===== config.mk =====
export PLATFORM = sky130hd
export DESIGN_NAME = nn_ctrl_seq
export DESIGN_NICKNAME = d
export VERILOG_FILES = /design/src/rtl/nn_ctrl_pkg.sv /design/src/rtl/nn_ctrl_decode.sv /design/src/rtl/nn_ctrl_seq.sv
export SDC_FILE = /design/constraint.sdc
export NUM_CORES = 1
export LEC_CHECK = 0
export CORE_MARGIN = 1
export CORE_UTILIZATION = 40
export DETAILED_ROUTE_END_ITERATION = 10
export GPL_TIMING_DRIVEN = 0
export HOLD_SLACK_MARGIN = 0.02
export PLACE_DENSITY_LB_ADDON = 0.1
export SLEW_MARGIN = 30
export SYNTH_ARGS = -nofsm -noshare
export SYNTH_HDL_FRONTEND = slang
export SYNTH_HIERARCHICAL = 1
export SYNTH_SLANG_ARGS = --single-unit
export TNS_END_PERCENT = 100

===== constraint.sdc =====
create_clock -name clk -period 2.1 [get_ports clk]
set_input_delay 0.315 -clock clk [delete_from_list [all_inputs] [get_ports clk]]
set_output_delay 0.315 -clock clk [all_outputs]
set_load 0.1 [all_outputs]

===== src/rtl/nn_ctrl_pkg.sv =====
// Shared types for the NN CPU control unit.
// Opcodes, ALU op codes, FSM states and decode bundles.
package nn_ctrl_pkg;

  localparam logic [3:0] OP_NOP  = 4'b0000;
  localparam logic [3:0] OP_ADD  = 4'b0001;
  localparam logic [3:0] OP_ADDI = 4'b1001;
  localparam logic [3:0] OP_MUL  = 4'b0010;
  localparam logic [3:0] OP_SINN = 4'b0011;
  localparam logic [3:0] OP_MAC  = 4'b0100;
  localparam logic [3:0] OP_LD   = 4'b1110;
  localparam logic [3:0] OP_ST   = 4'b1111;
  localparam logic [3:0] OP_HALT = 4'b1011;

  // PASS widens to all-ones at the port, whatever ALUCW is.
  typedef enum logic [1:0] {
    ALU_ADD  = 2'b00,
    ALU_MUL  = 2'b01,
    ALU_SLT  = 2'b10,
    ALU_PASS = 2'b11
  } alu_op_e;

  typedef enum logic [2:0] {
    ST_RUN,
    ST_MAC_WAIT,
    ST_MEM_WAIT,
    ST_HALTED,
    ST_ERROR
  } state_e;

  typedef struct packed {
    alu_op_e alu_ctl1;
    alu_op_e alu_ctl2;
    logic    alu_src;
    logic    reg_dst;
    logic    mem_to_reg;
    logic    wr_reg;
    logic    wr_mem;
    logic    legal;
    logic    is_mac;
    logic    is_mem;
    logic    is_halt;
  } ctrl_t;

  typedef struct packed {
    alu_op_e alu_ctl1;
    alu_op_e alu_ctl2;
    logic    alu_src;
    logic    reg_dst;
    logic    mem_to_reg;
    logic    wr_reg;
    logic    wr_mem;
  } dp_t;

  localparam ctrl_t CTRL_NOP = '{
    alu_ctl1:   ALU_PASS,
    alu_ctl2:   ALU_PASS,
    alu_src:    1'b0,
    reg_dst:    1'b0,
    mem_to_reg: 1'b1,
    wr_reg:     1'b0,
    wr_mem:     1'b0,
    legal:      1'b1,
    is_mac:     1'b0,
    is_mem:     1'b0,
    is_halt:    1'b0
  };

  localparam dp_t DP_NOP = '{
    alu_ctl1:   ALU_PASS,
    alu_ctl2:   ALU_PASS,
    alu_src:    1'b0,
    reg_dst:    1'b0,
    mem_to_reg: 1'b1,
    wr_reg:     1'b0,
    wr_mem:     1'b0
  };

  function automatic dp_t dp_of(input ctrl_t c);
    dp_t d;
    d.alu_ctl1   = c.alu_ctl1;
    d.alu_ctl2   = c.alu_ctl2;
    d.alu_src    = c.alu_src;
    d.reg_dst    = c.reg_dst;
    d.mem_to_reg = c.mem_to_reg;
    d.wr_reg     = c.wr_reg;
    d.wr_mem     = c.wr_mem;
    return d;
  endfunction

endpackage


===== src/rtl/nn_ctrl_decode.sv =====
// Combinational opcode decoder for the NN CPU.
// Any set bit above bit 3 marks the opcode illegal.
module nn_ctrl_decode
  import nn_ctrl_pkg::*;
#(
  parameter int OPW = 4
) (
  input  logic [OPW-1:0] opcode_i,
  output ctrl_t          ctrl_o
);

  logic       hi;
  logic [3:0] op;

  assign op = opcode_i[3:0];

  if (OPW > 4) begin : g_hi
    assign hi = |opcode_i[OPW-1:4];
  end else begin : g_nohi
    assign hi = 1'b0;
  end

  always_comb begin
    ctrl_o = CTRL_NOP;
    unique case (op)
      OP_NOP: ;
      OP_ADD: begin
        ctrl_o.alu_ctl1 = ALU_ADD;
        ctrl_o.reg_dst  = 1'b1;
        ctrl_o.wr_reg   = 1'b1;
      end
      OP_ADDI: begin
        ctrl_o.alu_ctl1 = ALU_ADD;
        ctrl_o.alu_src  = 1'b1;
        ctrl_o.wr_reg   = 1'b1;
      end
      OP_MUL: begin
        ctrl_o.alu_ctl1 = ALU_MUL;
        ctrl_o.reg_dst  = 1'b1;
        ctrl_o.wr_reg   = 1'b1;
      end
      OP_SINN: begin
        ctrl_o.alu_ctl1 = ALU_SLT;
        ctrl_o.reg_dst  = 1'b1;
        ctrl_o.wr_reg   = 1'b1;
      end
      OP_MAC: begin
        ctrl_o.alu_ctl1 = ALU_MUL;
        ctrl_o.alu_ctl2 = ALU_ADD;
        ctrl_o.reg_dst  = 1'b1;
        ctrl_o.wr_reg   = 1'b1;
        ctrl_o.is_mac   = 1'b1;
      end
      OP_LD: begin
        ctrl_o.alu_ctl1   = ALU_ADD;
        ctrl_o.alu_src    = 1'b1;
        ctrl_o.mem_to_reg = 1'b0;
        ctrl_o.wr_reg     = 1'b1;
        ctrl_o.is_mem     = 1'b1;
      end
      OP_ST: begin
        ctrl_o.alu_ctl1   = ALU_ADD;
        ctrl_o.alu_src    = 1'b1;
        ctrl_o.mem_to_reg = 1'b0;
        ctrl_o.wr_mem     = 1'b1;
        ctrl_o.is_mem     = 1'b1;
      end
      OP_HALT: ctrl_o.is_halt = 1'b1;
      default: ctrl_o.legal = 1'b0;
    endcase
    if (hi) begin
      ctrl_o       = CTRL_NOP;
      ctrl_o.legal = 1'b0;
    end
  end

endmodule


===== src/rtl/nn_ctrl_seq.sv =====
// NN CPU control sequencer: registered decode,
// MAC latency wait, memory handshake and retire count.
module nn_ctrl_seq
  import nn_ctrl_pkg::*;
#(
  parameter int OPW     = 4,
  parameter int ALUCW   = 3,
  parameter int MAC_LAT = 2,
  parameter int CNTW    = 16
) (
  input  logic             clk,
  input  logic             rst_n,
  input  logic             instr_valid,
  input  logic [OPW-1:0]   opcode,
  input  logic             mem_ready,
  output logic             instr_ready,
  output logic             pc_en,
  output logic             reg_write,
  output logic             mem_to_reg,
  output logic             mem_write,
  output logic             mem_req,
  output logic [ALUCW-1:0] alu_ctl1,
  output logic [ALUCW-1:0] alu_ctl2,
  output logic             alu_src,
  output logic             reg_dst,
  output logic             halted,
  output logic             illegal_op,
  output logic [CNTW-1:0]  retired
);

  localparam int CW = (MAC_LAT > 1) ? $clog2(MAC_LAT) : 1;
  localparam logic [CW-1:0] CNT_LOAD = CW'(MAC_LAT - 1);

  state_e          state_q, state_d;
  logic [CW-1:0]   cnt_q, cnt_d;
  dp_t             dp_q, dp_d;
  logic            cm_q, cm_d;
  logic [CNTW-1:0] ret_q;
  ctrl_t           dec;
  logic            accept, mac_done, mem_done, commit;

  nn_ctrl_decode #(.OPW(OPW)) u_dec (
    .opcode_i (opcode),
    .ctrl_o   (dec)
  );

  assign instr_ready = (state_q == ST_RUN);
  assign accept      = instr_valid & instr_ready;
  assign pc_en       = accept;
  assign mac_done    = (state_q == ST_MAC_WAIT) && (cnt_q == '0);
  assign mem_done    = (state_q == ST_MEM_WAIT) && mem_ready;

  always_comb begin
    state_d = state_q;
    cnt_d   = cnt_q;
    dp_d    = DP_NOP;
    cm_d    = 1'b0;
    unique case (state_q)
      ST_RUN: begin
        if (accept) begin
          dp_d = dp_of(dec);
          unique case (1'b1)
            !dec.legal: state_d = ST_ERROR;
            dec.is_halt: begin
              state_d = ST_HALTED;
              cm_d    = 1'b1;
            end
            dec.is_mem: state_d = ST_MEM_WAIT;
            dec.is_mac && (MAC_LAT > 1): begin
              state_d = ST_MAC_WAIT;
              cnt_d   = CNT_LOAD;
            end
            default: cm_d = 1'b1;
          endcase
        end
      end
      ST_MAC_WAIT: begin
        if (mac_done) begin
          state_d = ST_RUN;
        end else begin
          dp_d  = dp_q;
          cnt_d = cnt_q - 1'b1;
        end
      end
      ST_MEM_WAIT: begin
        if (mem_done) state_d = ST_RUN;
        else          dp_d    = dp_q;
      end
      default: ;
    endcase
  end

  always_ff @(posedge clk or negedge rst_n) begin
    if (!rst_n) begin
      state_q <= ST_RUN;
      cnt_q   <= '0;
      dp_q    <= DP_NOP;
      cm_q    <= 1'b0;
      ret_q   <= '0;
    end else begin
      state_q <= state_d;
      cnt_q   <= cnt_d;
      dp_q    <= dp_d;
      cm_q    <= cm_d;
      if (commit) ret_q <= ret_q + 1'b1;
    end
  end

  // Multi-cycle strobes come from live state so reset kills them at once.
  assign commit    = cm_q | mac_done | mem_done;
  assign reg_write = (cm_q & dp_q.wr_reg) | mac_done
                   | (mem_done & dp_q.wr_reg);
  assign mem_req   = (state_q == ST_MEM_WAIT);
  assign mem_write = mem_req & dp_q.wr_mem;

  assign mem_to_reg = dp_q.mem_to_reg;
  assign alu_src    = dp_q.alu_src;
  assign reg_dst    = dp_q.reg_dst;
  assign alu_ctl1   = (dp_q.alu_ctl1 == ALU_PASS) ? '1
                    : ALUCW'(dp_q.alu_ctl1);
  assign alu_ctl2   = (dp_q.alu_ctl2 == ALU_PASS) ? '1
                    : ALUCW'(dp_q.alu_ctl2);
  assign halted     = (state_q == ST_HALTED);
  assign illegal_op = (state_q == ST_ERROR);
  assign retired    = ret_q;

endmodule


==> results.md <==
* Post-route DRC at 0
* Worst reg2reg path depth at 7
* Gate count of the mapped netlist at 164
* Vias/cell at 5.29
* Initial core utilization at 43.1%
* Die area at 4360 um2
* Max cap viols at 0
* GR Util met1 at 26.3%
* Crit-path max FO at 3
* I/O pin cnt at 40
* Core area at 3800 um2
* R2r setup slk at 0.49 ns
* Worst flop-to-flop path endpoint: retired[15]
* Clock sinks at 30
* Most frequent cells in the layout: dfrtp_1, dlygate4sd2_1, nand2_1, nor2_1, xnor2_1
* Die outline height at 66.0 um
* Outcome: complete, no violations
* Synth Flop Type: dfrtp_1
* Power, Total at 0.00192 W
* Iteration-0 DRC Markers at 94
* Crit path launch type: flip-flop
* Die Wd at 66.0 um
* Leak pwr at 0.989 nW
* Crit path capture type: output pin
* Vias at 1365
* Routability cong. at 0.821
* # rows at 22
* Final ANT Viol Nets at 0
* Placed instance area at 2100 um2
* PwrDens at 889 nW/um2
* GRT Util Overall at 18.5%
* Syn Nets at 173
* Hold Path Class: in2async
* Met2 GRT Util at 27.7%
* DR WL/cell at 14.1 um
* Inst Count DP at 251
* PostCTS Resize Cnt at 64
* Final std cells w/o fill at 258
* FFs w/ async S/R, synth at 100%
* Max reg flops at 16
* HPWL after DPL at 2.53 mm
* Critical path arrival at 1.76 ns
* Slew HR at 35.0%
* Worst skew pair latency at 0.28 ns
* Slew Limit Fails at 0
* Post-synthesis sequential area ratio at 46.2%
* Worst reg2reg startpoint: state_q[2]
* Clock root buffer: clkbuf_8
* Final setup vio count at 0
* Worst setup path class: reg2out
* Fin area at 2160 um2
* Filler cells at 349
* Number of setup buffers added after CTS at 0
* Share of layout cells above drive strength 1 at 21.0%
* CTS Buf Count at 5
* Number of synthesized flops with an enable pin at 0
* Syn_area_per_cell at 9.99 um2
* CTS tree: built
* Max frequency at 482 MHz
* Drt first pass iters at 4
* # H-tree levels at 2
* Worst setup path endpoint: alu_ctl1[2]
* Ys Warns at 6
* Worst setup path start: dp_q[8]
* Final period util at 98.7%
* Hold Vio Cnt, Final at 0
* # hold bufs at CTS at 0
* Routing usage on met3 at 3.62%
* PortBufs at 39
* Gr busiest metal: met2
* Layout Nets at 218
* Post-route minimum period at 2.07 ns
* Antenna diodes at 0
* Final Skew at 0.00860 ns
* Synthesized area at 1640 um2
* Area delta synth->final at 31.7%
* Worst-Margin Slew at 0.979 ns
* Clk slew on worst S/H paths at 0.07 ns
* Commonest non-fill, non-tap cell in the layout: dfrtp_1
* Setup TNS Final at 0 ns
* Count of cell types in the netlist at 43
* Gr ovfl total at 0
* Vias in the first global route at 1266
* First-pass GRT wire length at 6.09 mm
* Synth Register Bits at 30
* Clk buf depth at 2
* Worst Path Required at 1.78 ns
* Largest net degree at the start of global routing at 31
* DRT Wirelength at 3.64 mm
* Worst IR Drop VDD at 0.000407 V
* Initial antenna violation count at 0
power by group:
| part | leakage [nW] | total (W) | internal (W) | switching, W |
|---|---|---|---|---|
| Combinational | 0.552 | 0.000711 | 0.000172 | 0.000540 |
| Sequential | 0.389 | 0.000721 | 0.000637 | 0.0000840 |
| Clock | 0.0472 | 0.000487 | 0.000263 | 0.000224 |
how the worst min path moves through the flow:
stage | start | endpoint | slack (ns) | depth (start not counted)
finish | rst_n | retired[2] | 0.07 | 1
detailed placement | rst_n | state_q[2] | 0.39 | 1
global placement | retired[15] | retired[15] | 0.46 | 1
floorplan | rst_n | alu_src | 0.02 | 0
global route | rst_n | retired[2] | 0.12 | 1
CTS | rst_n | retired[2] | 0.09 | 1
through the flow:
stage               setup WS [ns]  hold slack, ns  util [%]
floorplan                 -0.0798          0.0194         -
global placement           -0.800           0.465      55.3
detailed placement         -0.807           0.394      55.2
CTS                       0.00209          0.0914      56.9
global route         -0.000000888           0.120      56.8
finish                     0.0268          0.0673      56.8
area by class of cell:
type | count | area [um2] | share of cell area, %
repair buffers | 39 | 347 | 16.1
plain buffers | 13 | 103 | 4.75
inverters | 4 | 17.5 | 0.812
flip-flops and latches | 30 | 757 | 35.1
multi-input cells | 116 | 779 | 36.1
clock inverters | 2 | 12.5 | 0.580
well taps | 48 | 60.1 | 2.78
clock buffers | 6 | 82.6 | 3.83
critical path: stages (launching register included):
cell             delay, ns
dfstp_2               0.54
and2_1                0.12
clkdlybuf4s15_1       0.82
cell usage after synthesis (2+ instances only):
master	number	share of area (%)
a21oi_1	5	1.5
a22o_1	4	2.1
a31oi_1	2	0.76
and2_1	4	1.5
and3_1	8	3.1
buf_2	2	0.61
buf_6	4	2.7
clkbuf_1	6	1.4
dfrtp_1	25	38
dfstp_2	5	8.0
inv_1	3	0.69
nand2_1	14	3.2
nand3_1	5	1.5
nand4_1	9	3.4
nor2_1	16	3.7
nor3_1	3	0.92
o21ai_0	3	0.92
o22a_1	5	2.7
or3_1	3	1.1
xnor2_1	14	7.5
xor2_1	2	1.1
per-layer routing:
metal  up-vias  routed length, um
met1       652               1780
li1        662                  -
met5         -                  0
met2        44               1640
met4         0                 50
met3         7                172
kinds of logic (layout without fill, tap and decap cells):
kind of cell / after synthesis / after routing / share of synthesized area [%]
AOI/OAI and AO/OA: 24 / 24 / 10.5
xor gates and xnor gates: 16 / 16 / 8.55
adders and majority gates: 1 / 1 / 0.763
buffers and inverters: 18 / 64 / 7.33
DFF: 30 / 30 / 46.2
muxes: 2 / 2 / 1.30
and+or+nand+nor: 73 / 73 / 25.4
(Power assumes the default switching activity.)
